## src/rtl/hs4_pkg.sv

```systemverilog
// Shared constants for the four-phase handshake responder: FSM encoding and counter width.
package hs4_pkg;

  localparam logic [1:0] ST_IDLE    = 2'd0;
  localparam logic [1:0] ST_ACK_HI  = 2'd1;
  localparam logic [1:0] ST_WAIT_LO = 2'd2;

  localparam int XFER_CNT_W = 16;

endpackage

```

## src/rtl/hs4_responder_if.sv

```systemverilog
// Handshake port (req/data/ack) plus the outgoing valid/ready stream of the responder.
interface hs4_responder_if #(
  parameter int DATA_W = 8
);

  logic              req;
  logic [DATA_W-1:0] data;
  logic              ack;
  logic              out_valid;
  logic [DATA_W-1:0] out_data;
  logic              out_ready;

  modport slave (
    input  req,
    input  data,
    input  out_ready,
    output ack,
    output out_valid,
    output out_data
  );

  modport master (
    output req,
    output data,
    output out_ready,
    input  ack,
    input  out_valid,
    input  out_data
  );

endinterface

```

## src/rtl/sync_bit.sv

```systemverilog
// Multi-flop synchronizer for a single asynchronous control bit, cleared by rst_n.
module sync_bit #(
  parameter int SYNC_STAGES = 2
) (
  input  logic clk,
  input  logic rst_n,
  input  logic d_i,
  output logic q_o
);

  logic [SYNC_STAGES-1:0] sync_q;

  always_ff @(posedge clk or negedge rst_n) begin
    if (!rst_n) begin
      sync_q <= '0;
    end else begin
      sync_q <= {sync_q[SYNC_STAGES-2:0], d_i};
    end
  end

  assign q_o = sync_q[SYNC_STAGES-1];

endmodule

```

## src/rtl/hs4_responder.sv

```systemverilog
// Four-phase req/ack responder: captures each word into a small FIFO and emits it on a
// valid/ready stream, counting completed handshakes and flagging requests withdrawn early.
module hs4_responder
  import hs4_pkg::*;
#(
  parameter int DATA_W      = 8,
  parameter int DEPTH       = 2,
  parameter int SYNC_STAGES = 2
) (
  input  logic                  clk,
  input  logic                  rst_n,
  hs4_responder_if.slave        hs_if,
  output logic [XFER_CNT_W-1:0] xfer_cnt_o,
  output logic                  err_o
);

  localparam int AW    = $clog2(DEPTH);
  localparam int PTR_W = AW + 1;

  logic                  req_s;
  logic [1:0]            state_q, state_d;
  logic                  ack_q, ack_d;
  logic                  wait_q, wait_d;
  logic                  err_q, err_d;
  logic [XFER_CNT_W-1:0] xfer_cnt_q, xfer_cnt_d;

  logic [PTR_W-1:0]      wr_ptr_q, rd_ptr_q;
  logic [DATA_W-1:0]     mem_q [DEPTH];
  logic                  push, pop, full, empty;

  sync_bit #(
    .SYNC_STAGES(SYNC_STAGES)
  ) u_req_sync (
    .clk  (clk),
    .rst_n(rst_n),
    .d_i  (hs_if.req),
    .q_o  (req_s)
  );

  // Extra pointer MSB distinguishes full from empty when the index bits match.
  assign empty = (wr_ptr_q == rd_ptr_q);
  assign full  = (wr_ptr_q[PTR_W-1] != rd_ptr_q[PTR_W-1]) &&
                 (wr_ptr_q[AW-1:0] == rd_ptr_q[AW-1:0]);
  assign pop   = !empty && hs_if.out_ready;

  always_comb begin
    state_d    = state_q;
    ack_d      = ack_q;
    wait_d     = wait_q;
    err_d      = err_q;
    xfer_cnt_d = xfer_cnt_q;
    push       = 1'b0;
    case (state_q)
      ST_IDLE: begin
        if (req_s) begin
          // A pop in the same cycle frees a slot, so a full FIFO can still accept.
          if (!full || pop) begin
            push    = 1'b1;
            ack_d   = 1'b1;
            wait_d  = 1'b0;
            state_d = ST_ACK_HI;
          end else begin
            wait_d = 1'b1;
          end
        end else if (wait_q) begin
          err_d  = 1'b1;
          wait_d = 1'b0;
        end
      end
      ST_ACK_HI: begin
        if (!req_s) begin
          ack_d      = 1'b0;
          xfer_cnt_d = xfer_cnt_q + XFER_CNT_W'(1);
          state_d    = ST_IDLE;
        end else begin
          state_d = ST_WAIT_LO;
        end
      end
      ST_WAIT_LO: begin
        if (!req_s) begin
          ack_d      = 1'b0;
          xfer_cnt_d = xfer_cnt_q + XFER_CNT_W'(1);
          state_d    = ST_IDLE;
        end
      end
      default: begin
        state_d = ST_IDLE;
        ack_d   = 1'b0;
      end
    endcase
  end

  always_ff @(posedge clk or negedge rst_n) begin
    if (!rst_n) begin
      state_q    <= ST_IDLE;
      ack_q      <= 1'b0;
      wait_q     <= 1'b0;
      err_q      <= 1'b0;
      xfer_cnt_q <= '0;
      wr_ptr_q   <= '0;
      rd_ptr_q   <= '0;
    end else begin
      state_q    <= state_d;
      ack_q      <= ack_d;
      wait_q     <= wait_d;
      err_q      <= err_d;
      xfer_cnt_q <= xfer_cnt_d;
      if (push) begin
        wr_ptr_q <= wr_ptr_q + PTR_W'(1);
      end
      if (pop) begin
        rd_ptr_q <= rd_ptr_q + PTR_W'(1);
      end
    end
  end

  // Storage carries no reset; the output mux hides stale contents while empty.
  always_ff @(posedge clk) begin
    if (push) begin
      mem_q[wr_ptr_q[AW-1:0]] <= hs_if.data;
    end
  end

  assign hs_if.ack       = ack_q;
  assign hs_if.out_valid = !empty;
  assign hs_if.out_data  = empty ? '0 : mem_q[rd_ptr_q[AW-1:0]];
  assign xfer_cnt_o      = xfer_cnt_q;
  assign err_o           = err_q;

  a_ack_needs_req: assert property (@(posedge clk) disable iff (!rst_n)
    $rose(ack_q) |-> $past(req_s));

  a_push_only_ack_low: assert property (@(posedge clk) disable iff (!rst_n)
    push |-> !ack_q);

endmodule

```

## src/flat_wrapper.sv

```systemverilog
// flat-port wrapper written by rule: the top's interface ports become plain ports
module hs4_responder_flat import hs4_pkg::*;
#(
  parameter int DATA_W      = 8,
  parameter int DEPTH       = 2,
  parameter int SYNC_STAGES = 2
)
  (clk, rst_n, xfer_cnt_o, err_o, hs_if_req, hs_if_data, hs_if_out_ready, hs_if_ack, hs_if_out_valid, hs_if_out_data);
  hs4_responder_if #(.DATA_W(DATA_W)) hs_if_i ();
  input  logic clk;
  input  logic rst_n;
  output logic [XFER_CNT_W-1:0] xfer_cnt_o;
  output logic err_o;
  input wire logic [$bits(hs_if_i.req)-1:0] hs_if_req;
  input wire logic [$bits(hs_if_i.data)-1:0] hs_if_data;
  input wire logic [$bits(hs_if_i.out_ready)-1:0] hs_if_out_ready;
  output wire logic [$bits(hs_if_i.ack)-1:0] hs_if_ack;
  output wire logic [$bits(hs_if_i.out_valid)-1:0] hs_if_out_valid;
  output wire logic [$bits(hs_if_i.out_data)-1:0] hs_if_out_data;
  assign hs_if_i.req = hs_if_req;
  assign hs_if_i.data = hs_if_data;
  assign hs_if_i.out_ready = hs_if_out_ready;
  assign hs_if_ack = hs_if_i.ack;
  assign hs_if_out_valid = hs_if_i.out_valid;
  assign hs_if_out_data = hs_if_i.out_data;
  hs4_responder #(.DATA_W(DATA_W), .DEPTH(DEPTH), .SYNC_STAGES(SYNC_STAGES)) u_core (.clk(clk), .rst_n(rst_n), .hs_if(hs_if_i), .xfer_cnt_o(xfer_cnt_o), .err_o(err_o));
endmodule
```

## config.mk

```make
export PLATFORM = sky130hd
export DESIGN_NAME = hs4_responder_flat
export DESIGN_NICKNAME = d
export VERILOG_FILES = /design/src/rtl/hs4_pkg.sv /design/src/rtl/hs4_responder_if.sv /design/src/rtl/sync_bit.sv /design/src/rtl/hs4_responder.sv /design/src/flat_wrapper.sv
export SDC_FILE = /design/constraint.sdc
export NUM_CORES = 1
export LEC_CHECK = 0
export ABC_AREA = 1
export BUFFER_PORTS_ARGS = -buffer_cell sky130_fd_sc_hd__buf_2
export CORE_MARGIN = 8
export CORE_UTILIZATION = 50
export DETAILED_ROUTE_END_ITERATION = 10
export PLACE_DENSITY = 0.76
export SLEW_MARGIN = 20
export SYNTH_ARGS = -nofsm -noshare
export SYNTH_HDL_FRONTEND = slang
export SYNTH_SLANG_ARGS = --single-unit
```

## constraint.sdc

```tcl
create_clock -name clk -period 4.55 [get_ports clk]
set_input_delay 0.455 -clock clk [delete_from_list [all_inputs] [get_ports clk]]
set_output_delay 0.455 -clock clk [all_outputs]
set_load 0.02 [all_outputs]
```

==> results.md, run 1 <==
* Slew Limit Fails at 0
* Sink Count at 43
* Clock share of power at 18.0%
* Buffer and inverter count on the worst path at 3
* Crit path kind: reg2out
* Vias per cell at slightly below 5
* Ports at 39
* Synth top area cells: dfrtp_1 34%, edfxtp_1 24%, nand2_1 13%
* Net Sw Frac at 41.8%
* Placed insts at approximately 300
* RSZ-0062 raised after global routing: false
* CTS tree: built
* Post-synthesis adder-cell area fraction at 2.48%
* Final Util at between 50% and 60%
* Xor-xnor portion of the synthesized cell area at between 5 and 6%
* Placed Area at roughly 0.0023 mm2
* First-pass GRT wire length at between 7 and 8 mm
* Die W at between 70 and 80 um
* Arrival @ worst endpoint at ~1.9 ns
* Seq cells post-synth at 43
* CP max-delay cell: dfrtp_1
* Dpl hpwl at a little over 3 mm
* Finished Layout Cells at 309
* DRC viols at 0
* Die Y at 79.5 um
* Post-synth top cells: 70 x nand2_1, 27 x dfrtp_1, 24 x inv_1, 17 x nor2_1, 16 x edfxtp_1
* Longest Clk Path Bufs at 2
* Worst setup SP type: flop
* Largest net degree at the start of global routing at 28
* Post-layout net count at 274
* Synth top area share at 33.5%
* Initial core utilization at 51.1%
* Largest family of logic cells by synthesized area: simple AND/OR/NAND/NOR gates
* Syn_nets at ~230
* Post-synthesis compound-gate area fraction at under 10%
* Minimum clock period at roughly 2.4 ns
* Worst reg-to-reg path cell count at 6
* Antenna cells at 0
* Worst-margin pin slew at 0.654 ns
* Rel. slew slack at 56.2%
* Share of layout cells above drive strength 1 at between 20 and 25%
* Critical path, cell by cell: inv_1 > nand2_1 > nand2_2 > nand3_2 > inv_1 > a21oi_1 > buf_2
* Worst r2r src: u_core.rd_ptr_q[0]
* Synth Flop Type: dfrtp_1
* FMAX at 424 MHz
* Seq. cell area at roughly 0.0012 mm2
* Max Fanout on Critical Path at 11
* Max Cap Violations at 0
* Synthesis Warnings at 0
* GRT overflow at 0
* Port buffer count at 38
* Initial antenna violation count at 0
* Worst path top cell family by delay: buffers and inverters
* ANT nets after route at 0
* Worst-path clk slew at ~0.080 ns
* TritonRoute pass-1 iters at 4
* Critical Path Max Stage Delay at ~0.56 ns
* Worst-skew pair later-pin latency at 0.30 ns
* Most used cell, CP: inv_1
* Setup TNS at 0 ns
* Max rail drop VDD at between 0.0002 and 0.0003 V
* Cell count after synthesis at 215
* Final hold viol count at 0
* PD cells at between 500 and 600 mW/mm2
* # rows at 23
* Setup Viol. Count Final at 0
* Leakage at around 1.2 nW
* Worst R2R End: u_core.mem_q[0][6]
* Area share of and/or/nand/nor cells after synthesis at between 20 and 30%
* Post-synth EDFFs at 16
* Yosys top cell by area: dfrtp_1
* Unique masters post-synth at 22
* Count leader, synth: nand2_1
* CP Capture Point: hs_if_out_data[0]
* # Post-CTS Setup Buffers at 0
* Vias post-DR at 1,502
* Worst Setup End Kind: output port
* Asr flop ratio synth at between 60% and 70%
* Flop pwr share at between 40% and 50%
* Layout area overhead at 16.3%
* Global Route Usage Sum at about 14%
* Comb pwr share at 40.1%
* CORE AREA at ~0.004 mm2
* Internal Dissipation at 0.786 mW
* Fin area at ~0.0023 mm2
* Sequential cell area fraction in the yosys report at 57.4%
* Area of the multi-input gates at around 750 um2
* WL final at slightly below 4 mm
* Status: finished clean
* CTS-repair resized insts at 0
* Die area at ~0.0063 mm2
* Post-synthesis mux area share at 0%
* Post-synthesis cell area at 0.00202 mm2
* Number of global-route vias before repair at 1,528
* Worst Hold Class: in2async
* Crit. Startpoint: u_core.rd_ptr_q[0]
* H-tree levels at 2
* Psw at 0.565 mW
* TritonCTS Buffers at 5
* Crit share post-route at 51.9%
* Routed WL per cell at ~13 um
* Syn avg cell area at ~9.4 um2
* Root Buffer: clkbuf_8
* RePlAce Congestion at between 0.7 and 0.8
* Skew final at 0.00801 ns
* DR iter-0 viols at 54
* R2r setup slk at around 2.5 ns
* Critical path depth at 7
* Filler cells at approximately 350
* Post-cts hold buffer count at 0
* Pwr Total at roughly 1.4 mW
* CP Data Required Time at between 4 and 5 ns
[worst register-to-register path, delay by kind of cell (launching register included)]
family	cells	cell delay, ns
flip-flops	1	0.56
AND/OR/NAND/NOR	5	0.92
buffers and inverters	1	0.25
[cell usage in the layout, fill, tap and decap left out]
cell | Yosys | final
nand4_1 | 5 | 5
buf_2 | 0 | 38
nor2_1 | 17 | 17
xor2_1 | 6 | 6
clkinv_1 | 0 | 1
ha_1 | 4 | 4
nand2_4 | 1 | 1
nor2_4 | 3 | 3
a21oi_1 | 10 | 10
dfrtp_1 | 27 | 27
clkbuf_1 | 1 | 1
edfxtp_1 | 16 | 16
o21bai_1 | 1 | 1
inv_1 | 24 | 24
nand2_2 | 5 | 5
xnor2_1 | 6 | 6
clkbuf_8 | 0 | 6
o22ai_1 | 1 | 1
o21ai_0 | 4 | 4
nand2_1 | 70 | 70
nor2_2 | 2 | 2
nand3_2 | 3 | 3
nand3_1 | 7 | 7
inv_2 | 1 | 1
[worst min path at each step]
stage	end	cells past startpoint	slack (ns)	from
final	u_core.u_req_sync.sync_q[0]	1	0.16	rst_n
after global routing	u_core.hs_if.ack	1	0.20	rst_n
after CTS	u_core.err_o	1	0.17	rst_n
after detailed placement	u_core.u_req_sync.sync_q[1]	0	0.34	u_core.u_req_sync.sync_q[0]
after global placement	u_core.u_req_sync.sync_q[1]	0	0.34	u_core.u_req_sync.sync_q[0]
after floorplan	u_core.err_o	0	0.16	rst_n
[flip-flops by register name (all words and copies together), names as in the netlist]
register,cells
u_core.mem_q,16
u_core.xfer_cnt_o,16
u_core.rd_ptr_q,2
u_core.state_q,2
u_core.u_req_sync.sync_q,2
u_core.wr_ptr_q,2
u_core.err_o,1
u_core.hs_if.ack,1
u_core.wait_q,1
[stage by stage]
stage          worst slack [ns]  hold slack, ns
3_3_place_gp               2.62           0.335
3_5_place_dp               2.46           0.341
2_1_floorplan              2.83           0.159
5_1_grt                    2.03           0.205
4_1_cts                    2.19           0.174
6_report                   2.19           0.156
[metal layers]
metal	share of wire [%]	vias up	track usage, %	wire (um)
li1	-	764	-	-
met1	43	707	16.1	1700
met2	51	25	23.4	2000
met3	4.7	6	5.41	187
met4	1.7	0	5.93	68
met5	0	-	0	0
[power by group through the flow]
| stage | combinational (mW) | clock [mW] | sequential [mW] |
|---|---|---|---|
| 2_1_floorplan | 0.386 | 0 | 0.577 |
| 3_3_place_gp | 0.534 | 0 | 0.569 |
| 3_5_place_dp | 0.547 | 0 | 0.573 |
| 4_1_cts | 0.551 | 0.252 | 0.566 |
| 5_1_grt | 0.612 | 0.270 | 0.576 |
| 6_report | 0.542 | 0.244 | 0.565 |
[final cells by class]
cell class | count | share of cell area [%]
inverters | 25 | 4.00
clock inverters | 1 | 0.160
multi-input cells | 145 | 32.0
repair buffers | 38 | 8.12
flip-flops and latches | 43 | 49.3
clock buffers | 7 | 3.68
well taps | 50 | 2.67
[logic make-up after synthesis]
| logic type | count (synthesis) |
|---|---|
| adders and majority gates | 4 |
| buffers and inverters | 27 |
| and+or+nand+nor | 113 |
| AOI/OAI and AO/OA | 16 |
| DFF | 43 |
| xor gates and xnor gates | 12 |
Note: power is estimated with default switching activity, not from simulation.
==> inputs of run 2 (changes only) <==
==> constraint.sdc (replaced) <==
create_clock -name clk -period 2.2 [get_ports clk]
set_input_delay 0.22 -clock clk [delete_from_list [all_inputs] [get_ports clk]]
set_output_delay 0.22 -clock clk [all_outputs]
set_load 0.02 [all_outputs]
==> run 2 against run 1 <==
Worst setup slack worse by 1.9 ns. Clock power rose to 2.9 times the previous value. Largest power group is now combinational logic. Non-clock buffer count is 3 higher. Total power increased by 120%. Combinational power up 120%. Global-route usage fell by 0.61 points. Count of clock-buffer cells in the layout fell by 1. First-iteration DRC count increased by 130%. Critical endpoint is now hs_if_out_data[1].
==> results.md, run 2 (synthesis gave the netlist of run 1 again) <==
* Status: finished clean
* Hold Crit Start: hs_if_req
* ANT nets after route at 0 (unchanged)
* CP max-delay cell: dfrtp_1
* TritonRoute pass-1 iters at 5 (+1)
* Final Util at 61.2% (+1.7 points)
* WL final at 3.92 mm (-1.0%)
* Share of layout cells above drive strength 1 at 23.7% (+0.88 points)
* Worst setup SP type: flop
* Worst R2R End: u_core.mem_q[1][2]
* Hold depth at 1
* GR Util met2 at 22.5% (-0.90 points)
* H-tree levels at 2 (unchanged)
* # Post-CTS Setup Buffers at 0 (unchanged)
* GR peak layer: met2
* Die Y at 79.5 um (unchanged)
* Dpl hpwl at 2.92 mm (-4.6%)
* CTS-repair resized insts at 0 (unchanged)
* Die W at 79.5 um (unchanged)
* Ports at 39 (unchanged)
* Sink Count at 43 (unchanged)
* Met3 GRT Util at 4.17% (-1.2 points)
* Most common cell after layout, fill and taps aside: nand2_1
* R2r setup slk at 0.46 ns (-2.00 ns)
* Minimum clock period at a little under 2 ns
* Number of global-route vias before repair at 1,551 (+1.5%)
* Largest net degree at the start of global routing at 28 (unchanged)
* Max Fanout on Critical Path at 11 (unchanged)
* FMAX at about 500 MHz
* Psw at 1.17 mW (+110%)
* GRT overflow at 0 (unchanged)
* Worst-skew pair later-pin latency at 0.29 ns (about the same)
* Post-layout net count at 277 (+1.1%)
* RePlAce Congestion at 0.793 (+3.3%)
* TritonCTS Buffers at 5 (unchanged)
* DR iter-0 viols at 122 (+130%)
* Internal Dissipation at 1.85 mW (+130%)
* Pwr Total at 3.02 mW (+120%)
* Worst r2r src: u_core.state_q[0]
* Buffer and inverter count on the worst path at 3 (unchanged)
* Comb pwr share at 38.7% (-1.4 points)
* Critical Path Max Stage Delay at 0.38 ns (-0.18 ns)
* Port buffer count at 38 (unchanged)
* Worst reg-to-reg path cell count at 6 (unchanged)
* Final hold viol count at 0 (unchanged)
* Met1 usage at 15.8% (-0.32 points)
* Worst-path clk slew at 0.08 ns (about the same)
* CP Data Required Time at 1.98 ns (-2.11 ns)
* Arrival @ worst endpoint at 1.72 ns (-0.19 ns)
* Antenna cells at 0 (unchanged)
* Worst Setup End Kind: output port
* Initial antenna violation count at 0 (unchanged)
* Critical path, cell by cell: inv_1 > nand2_1 > nand2_2 > nand3_2 > inv_1 > a21oi_1 > buf_2
* Max Cap Violations at 0 (unchanged)
* Hold WS at 0.0339 ns (-0.122 ns)
* Pre-CTS setup slack at 0.486 ns (-1.98 ns)
* Most used cell, CP: inv_1
* Setup TNS at 0 ns (unchanged)
* Crit share post-route at 88.3%
* Root Buffer: clkbuf_8
* Setup WS post-layout at 0.258 ns (-1.93 ns)
* Most frequent cells in the layout: 70 x nand2_1, 38 x buf_2, 27 x dfrtp_1
* Skew final at 0.00566 ns (-0.00235 ns)
* Worst-margin pin slew at 0.588 ns (-0.0664 ns)
* PD cells at 1250 mW/mm2 (+120%)
* DRC viols at 0 (unchanged)
* Net Sw Frac at 38.9% (-3.0 points)
* Filler cells at 347 (unchanged)
* Worst path top cell family by delay: buffers and inverters
* Global Route Usage Sum at 13.6% (-0.61 points)
* Die area at 0.00632 mm2 (unchanged)
* Longest Clk Path Bufs at 2 (unchanged)
* Routed WL per cell at 12.6 um (-2.0%)
* Crit path kind: reg2out
* RSZ-0062 raised after global routing: false
* Post-cts hold buffer count at 1 (+1)
* Clock share of power at 23.6% (+5.6 points)
* Setup Viol. Count Final at 0 (unchanged)
* Slew Limit Fails at 0 (unchanged)
* CORE AREA at 0.00394 mm2 (unchanged)
* Hold Path Sink: u_core.u_req_sync.sync_q[0]
* Flop pwr share at 37.7% (-4.1 points)
* CTS tree: built
* Initial core utilization at 51.1% (unchanged)
* Leakage at 1.21 nW (+2.9%)
* Rel. slew slack at 60.8% (+4.6 points)
* Vias post-DR at 1,522 (+1.3%)
* Layout area overhead at 19.6%
* Worst Hold Class: in2reg
* # rows at 23 (unchanged)
* Max rail drop VDD at 0.000525 V (+90%)
* Vias per cell at 4.88 (+0.36%)
* First-pass GRT wire length at 6.78 mm (-3.9%)
-- run 2: cell types whose count changed in the layout (fill, tap and decap cells not counted), sizes merged --
cell         delta
buf             +2
bufinv          +2
clkbuf          -1
clkinv          -1
dlygate4sd3     +1
-- run 2: how the worst max path moves through the flow --
stage                       start  cells after the start                 end
2_1_floorplan   u_core.state_q[0]                      6  u_core.mem_q[0][0]
3_3_place_gp    u_core.state_q[0]                      6  u_core.mem_q[1][2]
3_5_place_dp    u_core.state_q[0]                      6  u_core.mem_q[1][3]
4_1_cts        u_core.rd_ptr_q[0]                      7   hs_if_out_data[1]
5_1_grt        u_core.rd_ptr_q[0]                      7   hs_if_out_data[1]
6_report       u_core.rd_ptr_q[0]                      7   hs_if_out_data[1]
-- run 2: layout make-up --
class	count	area (um2)	share of cell area, %
well taps	50	62.6	2.59
multi-input cells	145	751	31.1
clock buffers	6	72.6	3.01
flip-flops and latches	43	1160	48.0
inverters	25	93.8	3.89
clock inverters	2	60.1	2.49
repair buffers	41	215	8.93
-- run 2: worst reg2reg max path: cells and delay by family (launching register included) --
| family | cells | cell delay (ns) |
|---|---|---|
| buffers and inverters | 2 | 0.21 |
| DFF | 1 | 0.40 |
| and+or+nand+nor | 3 | 0.56 |
| adders and majority gates | 1 | 0.22 |
-- run 2: power groups by stage --
stage | Clock, mW | Combinational (mW) | Sequential [mW]
floorplan | 0 | 0.797 | 1.19
global placement | 0 | 1.16 | 1.15
detailed placement | 0 | 1.18 | 1.16
CTS | 0.729 | 1.19 | 1.14
global route | 0.761 | 1.31 | 1.16
finish | 0.712 | 1.17 | 1.14
-- run 2: metal layers --
| layer | wire [um] | vias up |
|---|---|---|
| li1 | - | 774 |
| met1 | 1740 | 710 |
| met2 | 1940 | 33 |
| met3 | 178 | 5 |
| met4 | 64 | 0 |
| met5 | 0 | - |
-- run 2: per-stage QoR --
stage	instance area [um2]	std cells
5_1_grt	2410	312
3_3_place_gp	2270	303
4_1_cts	2410	312
6_report	2410	312
3_5_place_dp	2270	303
2_1_floorplan	2020	215
==> inputs of run 3 (changes only) <==
--- a/config.mk
+++ b/config.mk
@@ -8,9 +8,9 @@
 export ABC_AREA = 1
 export BUFFER_PORTS_ARGS = -buffer_cell sky130_fd_sc_hd__buf_2
 export CORE_MARGIN = 8
-export CORE_UTILIZATION = 50
+export CORE_UTILIZATION = 54
 export DETAILED_ROUTE_END_ITERATION = 10
-export PLACE_DENSITY = 0.76
+export PLACE_DENSITY = 0.81
 export SLEW_MARGIN = 20
 export SYNTH_ARGS = -nofsm -noshare
 export SYNTH_HDL_FRONTEND = slang
==> run 3 against run 2 <==
Die area is 5.9% lower. Fmax shrank 1.4%. Count of clock-buffer cells in the layout shrank 1. Non-clock buffer count unchanged. Combinational power about the same. Clock power down 13%. Worst setup slack lost 0.028 ns. Utilization increased by 4.7 points. Clock skew up 0.0040 ns. Register-to-register slack got worse by 0.03 ns. Critical path type unchanged. Largest power group is now registers. Highest routed layer unchanged.
==> results.md, run 3 (synthesis gave the netlist of run 1 again) <==
* TritonRoute pass-1 iters at 4 (-1)
* Net Sw Frac at 41.4% (+2.5 points)
* Root Buffer: clkbuf_8
* Most common cell after layout, fill and taps aside: nand2_1
* Crit share post-route at 89.6% (+1.3 points)
* Fin area at 0.00239 mm2 (-0.83%)
* Initial core utilization at 55.5% (+4.3 points)
* CORE AREA at 0.00363 mm2 (-7.8%)
* Internal Dissipation at 1.73 mW (-6.1%)
* Filler cells at 286 (-18%)
* Initial antenna violation count at 0 (unchanged)
* Layout area overhead at 18.6%
* Die W at 77.1 um (-3.0%)
* Most frequent cells in the layout: 70 x nand2_1, 38 x buf_2, 27 x dfrtp_1
* Minimum clock period at 1.97 ns (+0.0279 ns)
* Global Route Usage Sum at 14.8% (+1.2 points)
* Arrival @ worst endpoint at 1.75 ns (+0.03 ns)
* Vias post-DR at 1,523 (+0.066%)
* ANT nets after route at 0 (unchanged)
* Share of layout cells above drive strength 1 at 24.0% (+0.38 points)
* Setup Viol. Count Final at 0 (unchanged)
* PD cells at 1240 mW/mm2 (-1.3%)
* CTS tree: built
* RSZ-0062 raised after global routing: false
* Flop pwr share at 39.6% (+1.9 points)
* First-pass GRT wire length at 7.13 mm (+5.1%)
* Die Y at 77.1 um (-3.0%)
* Comb pwr share at 39.4% (+0.7 points)
* DR iter-0 viols at 111 (-9.0%)
* Max rail drop VDD at 0.000498 V (-5.3%)
* Final hold viol count at 0 (unchanged)
* Antenna cells at 0 (unchanged)
* Rel. slew slack at 57.7% (-3.1 points)
* Longest Clk Path Bufs at 2 (unchanged)
* H-tree levels at 2 (unchanged)
* Pwr Total at 2.96 mW (-2.1%)
* Worst r2r src: u_core.rd_ptr_q[0]
* Dpl hpwl at 2.88 mm (-1.3%)
* Slew Limit Fails at 0 (unchanged)
* Setup WS post-layout at 0.230 ns (-0.0279 ns)
* WL final at 4.07 mm (+3.8%)
* Worst R2R End: u_core.mem_q[1][2]
* Setup TNS at 0 ns (unchanged)
* Ports at 39 (unchanged)
* Status: finished clean
* DR WL met2 at 2.03 mm (+4.5%)
* CP Data Required Time at 1.98 ns (about the same)
* Leakage at 1.20 nW (-0.87%)
* Max Cap Violations at 0 (unchanged)
* Crit. Startpoint: u_core.rd_ptr_q[0]
* Number of global-route vias before repair at 1,620 (+4.4%)
* Worst-skew pair later-pin latency at 0.30 ns (about the same)
* Final Util at 65.8% (+4.7 points)
* Worst reg-to-reg path cell count at 6 (unchanged)
* Post-cts hold buffer count at 1 (unchanged)
* Worst setup SP type: flop
* Worst-margin pin slew at 0.634 ns (+0.0467 ns)
* # rows at 22 (-4.3%)
* GRT overflow at 0 (unchanged)
* Routed wl met3 at 226 um (+27%)
* Post-layout net count at 277 (unchanged)
* TritonCTS Buffers at 5 (unchanged)
* FMAX at 508 MHz (-1.4%)
* Placed Area at 0.00227 mm2 (-0.11%)
* Sink Count at 43 (unchanged)
* Worst Hold Class: in2reg
* DRC viols at 0 (unchanged)
* RePlAce Congestion at 0.847 (+6.9%)
* Max Fanout on Critical Path at 11 (unchanged)
* Psw at 1.22 mW (+4.2%)
* Clock share of power at 21.0% (-2.6 points)
* R2r setup slk at 0.43 ns (-0.03 ns)
* # Post-CTS Setup Buffers at 0 (unchanged)
* Routed WL per cell at 13.1 um (+4.4%)
* Port buffer count at 38 (unchanged)
* Worst-path clk slew at 0.08 ns (about the same)
* Worst Setup End Kind: output port
* Largest net degree at the start of global routing at 28 (unchanged)
* Crit path kind: reg2out
* Wl on met1 at 1.77 mm (+1.9%)
* Skew final at 0.00969 ns (+0.00403 ns)
* Die area at 0.00594 mm2 (-5.9%)
* Top sig layer: met4
* CTS-repair resized insts at 0 (unchanged)
* CP Capture Point: hs_if_out_data[4]
* Vias per cell at 4.91 (+0.71%)
* Pre-CTS setup slack at 0.496 ns (+0.0106 ns)
-- run 3: changes by cell type in the layout (fill, tap and decap cells not counted), sizes merged --
cell / previous run / this run
bufinv: 2 / 1
clkbuf: 6 / 5
clkinvlp: 0 / 1
inv: 25 / 26
-- run 3: final cells by class --
cell class | instances | area (um2) | area share, %
clock buffers | 5 | 68.8 | 2.88
repair buffers | 41 | 215 | 9.00
inverters | 25 | 93.8 | 3.92
flip-flops and latches | 43 | 1160 | 48.4
multi-input cells | 145 | 751 | 31.4
well taps | 48 | 60.1 | 2.51
clock inverters | 3 | 46.3 | 1.94
-- run 3: worst min-delay path by stage --
stage	endpoint	cells past startpoint	slack, ns	startpoint
2_1_floorplan	u_core.err_o	0	-0.08	rst_n
3_3_place_gp	u_core.rd_ptr_q[1]	1	0.26	rst_n
3_5_place_dp	u_core.rd_ptr_q[0]	1	0.27	rst_n
4_1_cts	u_core.u_req_sync.sync_q[0]	1	0.02	hs_if_req
5_1_grt	u_core.u_req_sync.sync_q[0]	1	0.01	hs_if_req
6_report	u_core.u_req_sync.sync_q[0]	1	0.03	hs_if_req
-- run 3: routing by layer --
layer / track usage, % / vias to the layer above
met3: 5.71 / 4
met2: 25.8 / 40
met4: 4.72 / 0
li1: - / 771
met1: 16.2 / 708
met5: 0 / -
-- run 3: power by group through the flow --
stage / logic [mW] / registers, mW / clock network [mW]
finish: 1.16 / 1.17 / 0.623
global route: 1.32 / 1.20 / 0.668
CTS: 1.18 / 1.16 / 0.641
detailed placement: 1.15 / 1.18 / 0
global placement: 1.13 / 1.17 / 0
floorplan: 0.797 / 1.19 / 0
-- run 3: critical path: stages (launching register included) --
cell	delay, ns
dfrtp_1	0.59
inv_1	0.10
nand2_1	0.09
nand2_2	0.07
nand3_2	0.10
inv_1	0.13
a21oi_1	0.18
buf_2	0.19
-- run 3: metrics by stage --
stage / hold slack, ns / instances
floorplan: -0.0756 / 215
global placement: 0.262 / 301
detailed placement: 0.268 / 301
CTS: 0.0152 / 310
global route: 0.0125 / 310
finish: 0.0271 / 310
